==> config.mk <==
export PLATFORM = sky130hd
export DESIGN_NAME = instruction_fetch_unit_flat
export DESIGN_NICKNAME = d
export VERILOG_FILES = /design/src/rtl/instruction_fetch_unit_if.sv /design/src/rtl/instruction_fetch_unit.sv /design/src/flat_wrapper.sv
export SDC_FILE = /design/constraint.sdc
export NUM_CORES = 1
export LEC_CHECK = 0
export ABC_AREA = 1
export BUFFER_PORTS_ARGS = -buffer_cell sky130_fd_sc_hd__buf_4
export CAP_MARGIN = 20
export CORE_MARGIN = 4
export CORE_UTILIZATION = 45
export CTS_CLUSTER_DIAMETER = 40
export DETAILED_ROUTE_END_ITERATION = 16
export GPL_TIMING_DRIVEN = 1
export PLACE_DENSITY = 0.74
export SETUP_SLACK_MARGIN = 0.1
export SYNTH_ARGS = -nofsm -noshare
export SYNTH_HDL_FRONTEND = slang
export SYNTH_SLANG_ARGS = --single-unit
==> constraint.sdc <==
create_clock -name clk -period 2 [get_ports clk]
set_input_delay 0.2 -clock clk [delete_from_list [all_inputs] [get_ports clk]]
set_output_delay 0.2 -clock clk [all_outputs]
set_load 0.02 [all_outputs]
==> src/rtl/instruction_fetch_unit_if.sv <==
// Instruction-memory request/response port used by instruction_fetch_unit.
// The fetch unit is the master; the instruction memory is the slave.
interface instruction_fetch_unit_if #(
    parameter int WIDTH = 32
);
    logic             req;
    logic [WIDTH-1:0] addr;
    logic             ready;
    logic             rvalid;
    logic [WIDTH-1:0] rdata;

    modport master (
        output req,
        output addr,
        input  ready,
        input  rvalid,
        input  rdata
    );

    modport slave (
        input  req,
        input  addr,
        output ready,
        output rvalid,
        output rdata
    );
endinterface

==> src/rtl/instruction_fetch_unit.sv <==
// Instruction fetch front end with a one-entry (address, instruction) buffer.
// Optional macro IFU_MISALIGN_CHECK_EN: trap unaligned PCs instead of fetching.
module instruction_fetch_unit #(
    parameter int               WIDTH    = 32,
    parameter logic [WIDTH-1:0] NOP_WORD = 32'h0000_0013
) (
    input  logic                      clk,
    input  logic                      reset,
    input  logic [WIDTH-1:0]          i_pc_address,
    input  logic                      i_flush,
    output logic [WIDTH-1:0]          o_instruction,
    output logic                      o_stall,
    output logic                      o_misaligned,
    output logic [15:0]               o_miss_count,
    instruction_fetch_unit_if.master  imem
);

    typedef enum logic [1:0] {
        ST_IDLE = 2'd0,
        ST_REQ  = 2'd1,
        ST_WAIT = 2'd2
    } state_t;

    localparam logic [WIDTH-1:0] WORD_MASK = {{(WIDTH-2){1'b1}}, 2'b00};

    state_t            state_q;
    logic              buf_valid_q;
    logic [WIDTH-3:0]  buf_addr_q;
    logic [WIDTH-1:0]  buf_data_q;
    logic [WIDTH-1:0]  req_addr_q;
    logic              drop_q;
    logic [15:0]       miss_count_q;
    logic [15:0]       miss_count_d;

    logic              hit_s;
    logic              misalign_s;
    logic              miss_s;

    // Buffer lookup, misalignment decode and saturating miss-count increment.
    always_comb begin
        hit_s = buf_valid_q && (buf_addr_q == i_pc_address[WIDTH-1:2]);
`ifdef IFU_MISALIGN_CHECK_EN
        misalign_s = (i_pc_address[1:0] != 2'b00);
`else
        misalign_s = 1'b0;
`endif
        miss_s = (state_q == ST_IDLE) && !misalign_s && !hit_s;
        if (miss_count_q == 16'hFFFF) begin
            miss_count_d = miss_count_q;
        end else begin
            miss_count_d = miss_count_q + 16'd1;
        end
    end

    // Core-facing outputs: a hit is presented with no added latency.
    always_comb begin
        o_instruction = NOP_WORD;
        o_stall       = 1'b1;
        o_misaligned  = 1'b0;
        if (reset) begin
            o_instruction = NOP_WORD;
            o_stall       = 1'b1;
            o_misaligned  = 1'b0;
        end else if (state_q == ST_IDLE) begin
            if (misalign_s) begin
                o_misaligned = 1'b1;
                o_stall      = 1'b0;
            end else if (hit_s) begin
                o_instruction = buf_data_q;
                o_stall       = 1'b0;
            end else begin
                o_instruction = NOP_WORD;
                o_stall       = 1'b1;
            end
        end else begin
            o_stall = 1'b1;
        end
    end

    // Fetch FSM together with the buffer, drop flag and miss counter.
    always_ff @(posedge clk) begin
        if (reset) begin
            state_q      <= ST_IDLE;
            buf_valid_q  <= 1'b0;
            buf_addr_q   <= '0;
            buf_data_q   <= '0;
            req_addr_q   <= '0;
            drop_q       <= 1'b0;
            miss_count_q <= 16'd0;
        end else begin
            case (state_q)
                ST_IDLE: begin
                    if (i_flush) begin
                        buf_valid_q <= 1'b0;
                    end
                    if (miss_s) begin
                        req_addr_q   <= i_pc_address & WORD_MASK;
                        miss_count_q <= miss_count_d;
                        state_q      <= ST_REQ;
                    end
                end
                ST_REQ: begin
                    if (i_flush) begin
                        buf_valid_q <= 1'b0;
                        drop_q      <= 1'b1;
                    end
                    if (imem.ready) begin
                        state_q <= ST_WAIT;
                    end
                end
                ST_WAIT: begin
                    if (imem.rvalid) begin
                        // A flush in the return cycle beats the fill.
                        if (drop_q || i_flush) begin
                            buf_valid_q <= 1'b0;
                        end else begin
                            buf_valid_q <= 1'b1;
                            buf_addr_q  <= req_addr_q[WIDTH-1:2];
                            buf_data_q  <= imem.rdata;
                        end
                        drop_q  <= 1'b0;
                        state_q <= ST_IDLE;
                    end else if (i_flush) begin
                        buf_valid_q <= 1'b0;
                        drop_q      <= 1'b1;
                    end
                end
                default: begin
                    state_q <= ST_IDLE;
                end
            endcase
        end
    end

    assign imem.req     = !reset && (state_q == ST_REQ);
    assign imem.addr    = reset ? '0 : req_addr_q;
    assign o_miss_count = miss_count_q;

endmodule

==> src/flat_wrapper.sv <==
// flat-port wrapper written by rule: the top's interface ports become plain ports
module instruction_fetch_unit_flat 
#(
    parameter int               WIDTH    = 32,
    parameter logic [WIDTH-1:0] NOP_WORD = 32'h0000_0013
)
  (clk, reset, i_pc_address, i_flush, o_instruction, o_stall, o_misaligned, o_miss_count, imem_req, imem_addr, imem_ready, imem_rvalid, imem_rdata);
  instruction_fetch_unit_if #(.WIDTH(WIDTH)) imem_i ();
  input  logic clk;
  input  logic reset;
  input  logic [WIDTH-1:0] i_pc_address;
  input  logic i_flush;
  output logic [WIDTH-1:0] o_instruction;
  output logic o_stall;
  output logic o_misaligned;
  output logic [15:0] o_miss_count;
  output wire logic [$bits(imem_i.req)-1:0] imem_req;
  output wire logic [$bits(imem_i.addr)-1:0] imem_addr;
  input wire logic [$bits(imem_i.ready)-1:0] imem_ready;
  input wire logic [$bits(imem_i.rvalid)-1:0] imem_rvalid;
  input wire logic [$bits(imem_i.rdata)-1:0] imem_rdata;
  assign imem_req = imem_i.req;
  assign imem_addr = imem_i.addr;
  assign imem_i.ready = imem_ready;
  assign imem_i.rvalid = imem_rvalid;
  assign imem_i.rdata = imem_rdata;
  instruction_fetch_unit #(.WIDTH(WIDTH), .NOP_WORD(NOP_WORD)) u_core (.clk(clk), .reset(reset), .i_pc_address(i_pc_address), .i_flush(i_flush), .o_instruction(o_instruction), .o_stall(o_stall), .o_misaligned(o_misaligned), .o_miss_count(o_miss_count), .imem(imem_i));
endmodule
* Word level (Yosys, flattened, before mapping)
Cells that the tools add are included.
Cells by class: reduce and logical (&&, ||, !) cells 14, equality and inequality tests 7, bitwise operators 2, mux-type cells 18, add/subtract/negate cells 1
Operators with widths (count):
- $mux 32 | 4
- $eq 30x30->1 | 1
- $add 16x1->16 const B | 1
- $eq 16x16->1 const B | 1
- $reduce_and 3->1 | 3
- $mux 1 | 8
- $mux 2 | 3
- $pmux 2 s3 | 1
- $ne 2x2->1 const B | 2
- $pmux 1 s2 | 2
- $reduce_bool 2->1 | 2
- $logic_and 1x1->1 | 3
- $eq 2x1->1 const B | 1
- $eq 2x2->1 const B | 1
- $logic_not 1->1 | 2
- $logic_not 2->1 | 1
- $ne 2x1->1 const B | 1
- $not 1->1 | 2
- $reduce_and 2->1 | 1
- $reduce_or 2->1 | 1
- $logic_or 1x1->1 | 1
Word-level totals: flip-flop bits (word level) 112, output and inout port bits 83, input port bits 69

* Logic depth before layout (Yosys ltp)
depth in word-level cells 6, gate-level depth with buffers 14, gate-level depth less buffers 13

* Worst setup path after synthesis
OpenSTA, ideal clock, no wires.
path type register -> register, start point register u_core.miss_count_q[1] (netlist: u_core.o_miss_count[1]), end point register u_core.miss_count_q[6] (netlist: u_core.o_miss_count[6]), setup time 0.130 ns, path buffers 1, data arrival time 1.645 ns, stages on the path, launching flop included 8, path slack 0.225 ns, cell sequence dfxtp_1 -> ha_1 -> nand2_2 -> nor3_4 -> nand4_4 -> clkbuf_1 -> nand4_1 -> a21oi_2
On the way: longest elaborated chain between the ends 3, elaborated cells on any way between the ends 4, classes of those cells add/sub: 1; eq/ne: 1; bitwise: 1; reduce/logical: 1
Ends and longest elaborated chain:
- start: declaration | line instruction_fetch_unit.sv:32 | logic [15:0] miss_count_q;
- start signal: assignment | line instruction_fetch_unit.sv:98 | miss_count_q <= miss_count_d;
- branches (longest 3 deep; another with $add 16x1->16)
Several ways; the timed one is not identified. A chain may end at the register's enable or synchronous reset.

* Worst setup path in the final report
start point register u_core.buf_addr_q[0], end point output o_instruction[11]
On the way: longest elaborated chain between the ends 5
Ends and longest elaborated chain:
- start: declaration | line instruction_fetch_unit.sv:28 | logic [WIDTH-3:0] buf_addr_q;
- start signal: assignment | line instruction_fetch_unit.sv:118 | buf_addr_q <= req_addr_q[WIDTH-1:2];
- $eq 30x30->1 | line instruction_fetch_unit.sv:41 | hit_s = buf_valid_q && (buf_addr_q == i_pc_address[WIDTH-1:2]);
- $logic_and 1x1->1 | line instruction_fetch_unit.sv:41
- $mux 32 | line instruction_fetch_unit.sv:68 | end else if (hit_s) begin
- $mux 32 | line instruction_fetch_unit.sv:64 | end else if (state_q == ST_IDLE) begin
- $mux 32 | line instruction_fetch_unit.sv:60 | if (reset) begin
- end: declaration | line flat_wrapper.sv:13 | output logic [WIDTH-1:0] o_instruction;
Every way passes these cells.

==> results.sh <==
export IMPL_crit_chain="xnor2_2 > nand2_1 > nor2_2 > nand2_2 > nor2_4 > nand4_1 > buf_6 > buf_12 > nor2_2 > buf_4"
export IMPL_ys_flop_type="dfxtp_1"
export IMPL_fin_crit_ns=2.15
export IMPL_clock_sinks=112
export IMPL_crit_path_max_fanout=12
export IMPL_drt_iter0_drc=325
export IMPL_maxSlewHeadroom_pct=63.6
export IMPL_worstMarginPinSlew_ns=0.547
export IMPL_regArea_sq_um=2270
export IMPL_synth_edf_count=0
export IMPL_cts_buffers=9
export IMPL_core_sq_um=12000
export IMPL_reg2reg_to="u_core.o_miss_count[14]$_SDFFE_PP0P_"
export IMPL_finClkSkew_ns=0.00710
export IMPL_grt_max_degree=56
export IMPL_gr_usage_all_layers_pct=19.8
export IMPL_max_freq_mhz=464
export IMPL_grt_pass1_vias=4754
export IMPL_synth_seq_area_share_pct=40.9
export IMPL_dp_hpwl_microns=9770
export IMPL_rr_worst_depth=13
export IMPL_nets=1046
export IMPL_slowest_stage="dfxtp_2"
export IMPL_power_mw=7.29
export IMPL_die_x_microns=118
export IMPL_hold_viol=0
export IMPL_setup_violations=33
export IMPL_async_reset_ff_share_pct=0
export IMPL_hp_start="i_pc_address[6]"
export IMPL_gp_congestion=0.894
export IMPL_max_stage_delay_ns=0.34
export IMPL_criticalPathCategory="reg -> out"
export IMPL_port_buffers=146
export IMPL_first_pass_iters=4
export IMPL_syn_avg_cell_area_sq_um=6.63
export IMPL_power_leakage_nw=3.39
export IMPL_root_buffer="clkbuf_16"
export IMPL_num_io_pins=152
export IMPL_yosysMostFrequentCell="nor2_1"
export IMPL_final_cells=1122
export IMPL_dieHeight_microns=118
export IMPL_dieArea_sq_um=14000
export IMPL_hold_depth=3
export IMPL_ctsHtreeMaxLevel=3
export IMPL_cap_violations=0
export IMPL_grt_pass1_wl_microns=23000
export IMPL_rsz0062_at_grt="true"
export IMPL_grt_remaining_overflow=0
export IMPL_grt_antenna_before_repair=0
export IMPL_ys_warn_count=0
export IMPL_crit_path_start_kind="register"
export IMPL_yosysTopAreaCell="dfxtp_1"
export IMPL_syn_area_sq_um=5490
export IMPL_num_rows=40
export IMPL_arrival_ns=1.95
export IMPL_r2r_slack_ns=0.25
export IMPL_multi_input_area_sq_um=2750
export IMPL_cts_tree="done"
export IMPL_clk_insertion_delay_late_ns=0.36
export IMPL_drt_total_wl_microns=14600
export IMPL_worst_path_buf_inv=3
export IMPL_cp_top_family="simple AND/OR/NAND/NOR gates"
export IMPL_yosysTopAreaCellShare_pct=40.9
export IMPL_reg2reg_from="u_core.buf_addr_q[18]$_SDFFE_PP0P_"
export IMPL_ant_nets=0
export IMPL_fin_ws_ns=-0.154
export IMPL_violations="negative setup slack"
export IMPL_cp_required_ns=1.80
export IMPL_synthCells=828
export IMPL_end_kind="primary output"
export IMPL_fillers=1092
export IMPL_path_common_cell="nor2_2"
export IMPL_synth_cell_type_count=32
export IMPL_cts_buffer_depth=2
export IMPL_syn_to_final_growth_pct=36.9
export IMPL_synth_area_leaders="dfxtp_1 41%, nor2_1 11%, inv_1 9.9%"
export IMPL_drc=0
export IMPL_start_util_pct=45.9
export IMPL_status="complete, but fails checks"
export IMPL_p_per_area_nw_per_um2=970
export IMPL_ys_ff_latch=112
export IMPL_fin_util_pct=62.8
export IMPL_dpl_cell_count=1097
export IMPL_holdCritPathClass="in -> reg"
export IMPL_drive_gt1_share_pct=29.3
export IMPL_finalMaxSlewViolations=0
export IMPL_vias=5369
export IMPL_finalCritPeriodShare_pct=108
export IMPL_worstHoldEndpoint="u_core.req_addr_q[6]$_SDFFE_PP0P_"
export IMPL_synth_common_cells="155 x nor2_1, 145 x inv_1, 128 x nand2_1"
export IMPL_antenna_cells=0
export IMPL_path_clk_slew_ns=0.07
export IMPL_ir_drop_v=0.000541
export IMPL_place_ws_ns=-0.00318
export IMPL_drt_wirelength_per_cell_microns=13.1
export IMPL_vias_per_cell=4.79
power breakdown:
| part | switching, mW | internal [mW] | leakage [nW] |
|---|---|---|---|
| clock | 0.837 | 0.974 | 0.140 |
| combinational | 1.59 | 0.941 | 2.33 |
| sequential | 0.267 | 2.68 | 0.923 |
placed cells by master (no fill, tap or decap), drive strengths merged:
cell,count
nor3,6
ha,7
o22ai,1
xnor2,7
nor2,157
buf,172
nand2,131
clkinvlp,1
inv,148
dfxtp,112
clkinv,2
o21ai,95
nand3b,2
bufinv,1
a211oi,1
clkbuf,12
nand3,10
nand4,19
a21oi,76
conb,3
or2,3
xor2,9
registers in the layout, summed over array words and instances (netlist names):
name	flops
u_core.buf_addr_q	30
u_core.buf_data_q	32
u_core.buf_valid_q	1
u_core.drop_q	1
u_core.o_miss_count	16
u_core.req_addr_q	30
u_core.state_q	2
worst max path at each step:
stage	startpoint	endpoint	cells past startpoint
2_1_floorplan	u_core.o_miss_count[1]$_SDFFE_PP0P_	u_core.o_miss_count[6]$_SDFFE_PP0P_	7
3_3_place_gp	i_pc_address[2]	o_instruction[8]	10
3_5_place_dp	i_pc_address[2]	o_instruction[18]	10
4_1_cts	u_core.buf_addr_q[0]$_SDFFE_PP0P_	o_instruction[5]	10
5_1_grt	u_core.buf_addr_q[13]$_SDFFE_PP0P_	o_instruction[11]	11
6_report	u_core.buf_addr_q[0]$_SDFFE_PP0P_	o_instruction[11]	10
logic make-up (layout without fill, tap and decap cells):
| kind of cell | after synthesis | after routing | share of synthesized area, % |
|---|---|---|---|
| other | 1 | 3 | 0.0683 |
| flip-flops | 112 | 112 | 40.9 |
| buffers and inverters | 192 | 336 | 14.1 |
| AO/OA/AOI/OAI | 173 | 173 | 15.9 |
| XOR/XNOR | 16 | 16 | 2.55 |
| adder cells (fa/ha/maj) | 7 | 7 | 1.60 |
| AND/OR/NAND/NOR | 327 | 328 | 24.9 |
final cells by class:
type                       instances  share of cell area, %
multi-input combinational        527                   36.6
inverter                         147                   7.34
clock buffer                      11                   3.10
tap                              147                   2.45
timing repair buffer             173                   19.6
sequential                       112                   30.2
clock inverter                     5                  0.749
worst reg2reg max path, delay by kind of cell, from the launching register on:
kind                   cells  cell delay, ns
buffers and inverters      3            0.41
and+or+nand+nor            9            0.81
AOI/OAI and AO/OA          1            0.06
DFF                        1            0.33
stage by stage:
step / hold slack [ns] / setup TNS, ns / area [sq um]
2_1_floorplan: 0.347 / 0 / 5500
3_3_place_gp: 0.439 / 0 / 6740
3_5_place_dp: 0.444 / -0.00318 / 6740
4_1_cts: 0.0801 / -6.17 / 7180
5_1_grt: 0.105 / -7.26 / 7510
6_report: 0.0944 / -3.46 / 7510
per-layer routing:
metal	vias up	track usage (%)	wire (microns)
met4	0	7.68	223
met2	158	31.2	6790
met5	-	0	0
met3	13	3.68	922
met1	2372	27.0	6710
li1	2826	-	-
what timing repair did:
action                                  in CTS  in global routing
cloned                                       1                  2
pin swaps                                    9                 27
endpoints found under the setup margin      33                 50
setup buffers                                1                  5
hold buffers                                 0                  0
gates resized for setup                     47                 93
Power figures use the tool's default switching activity.
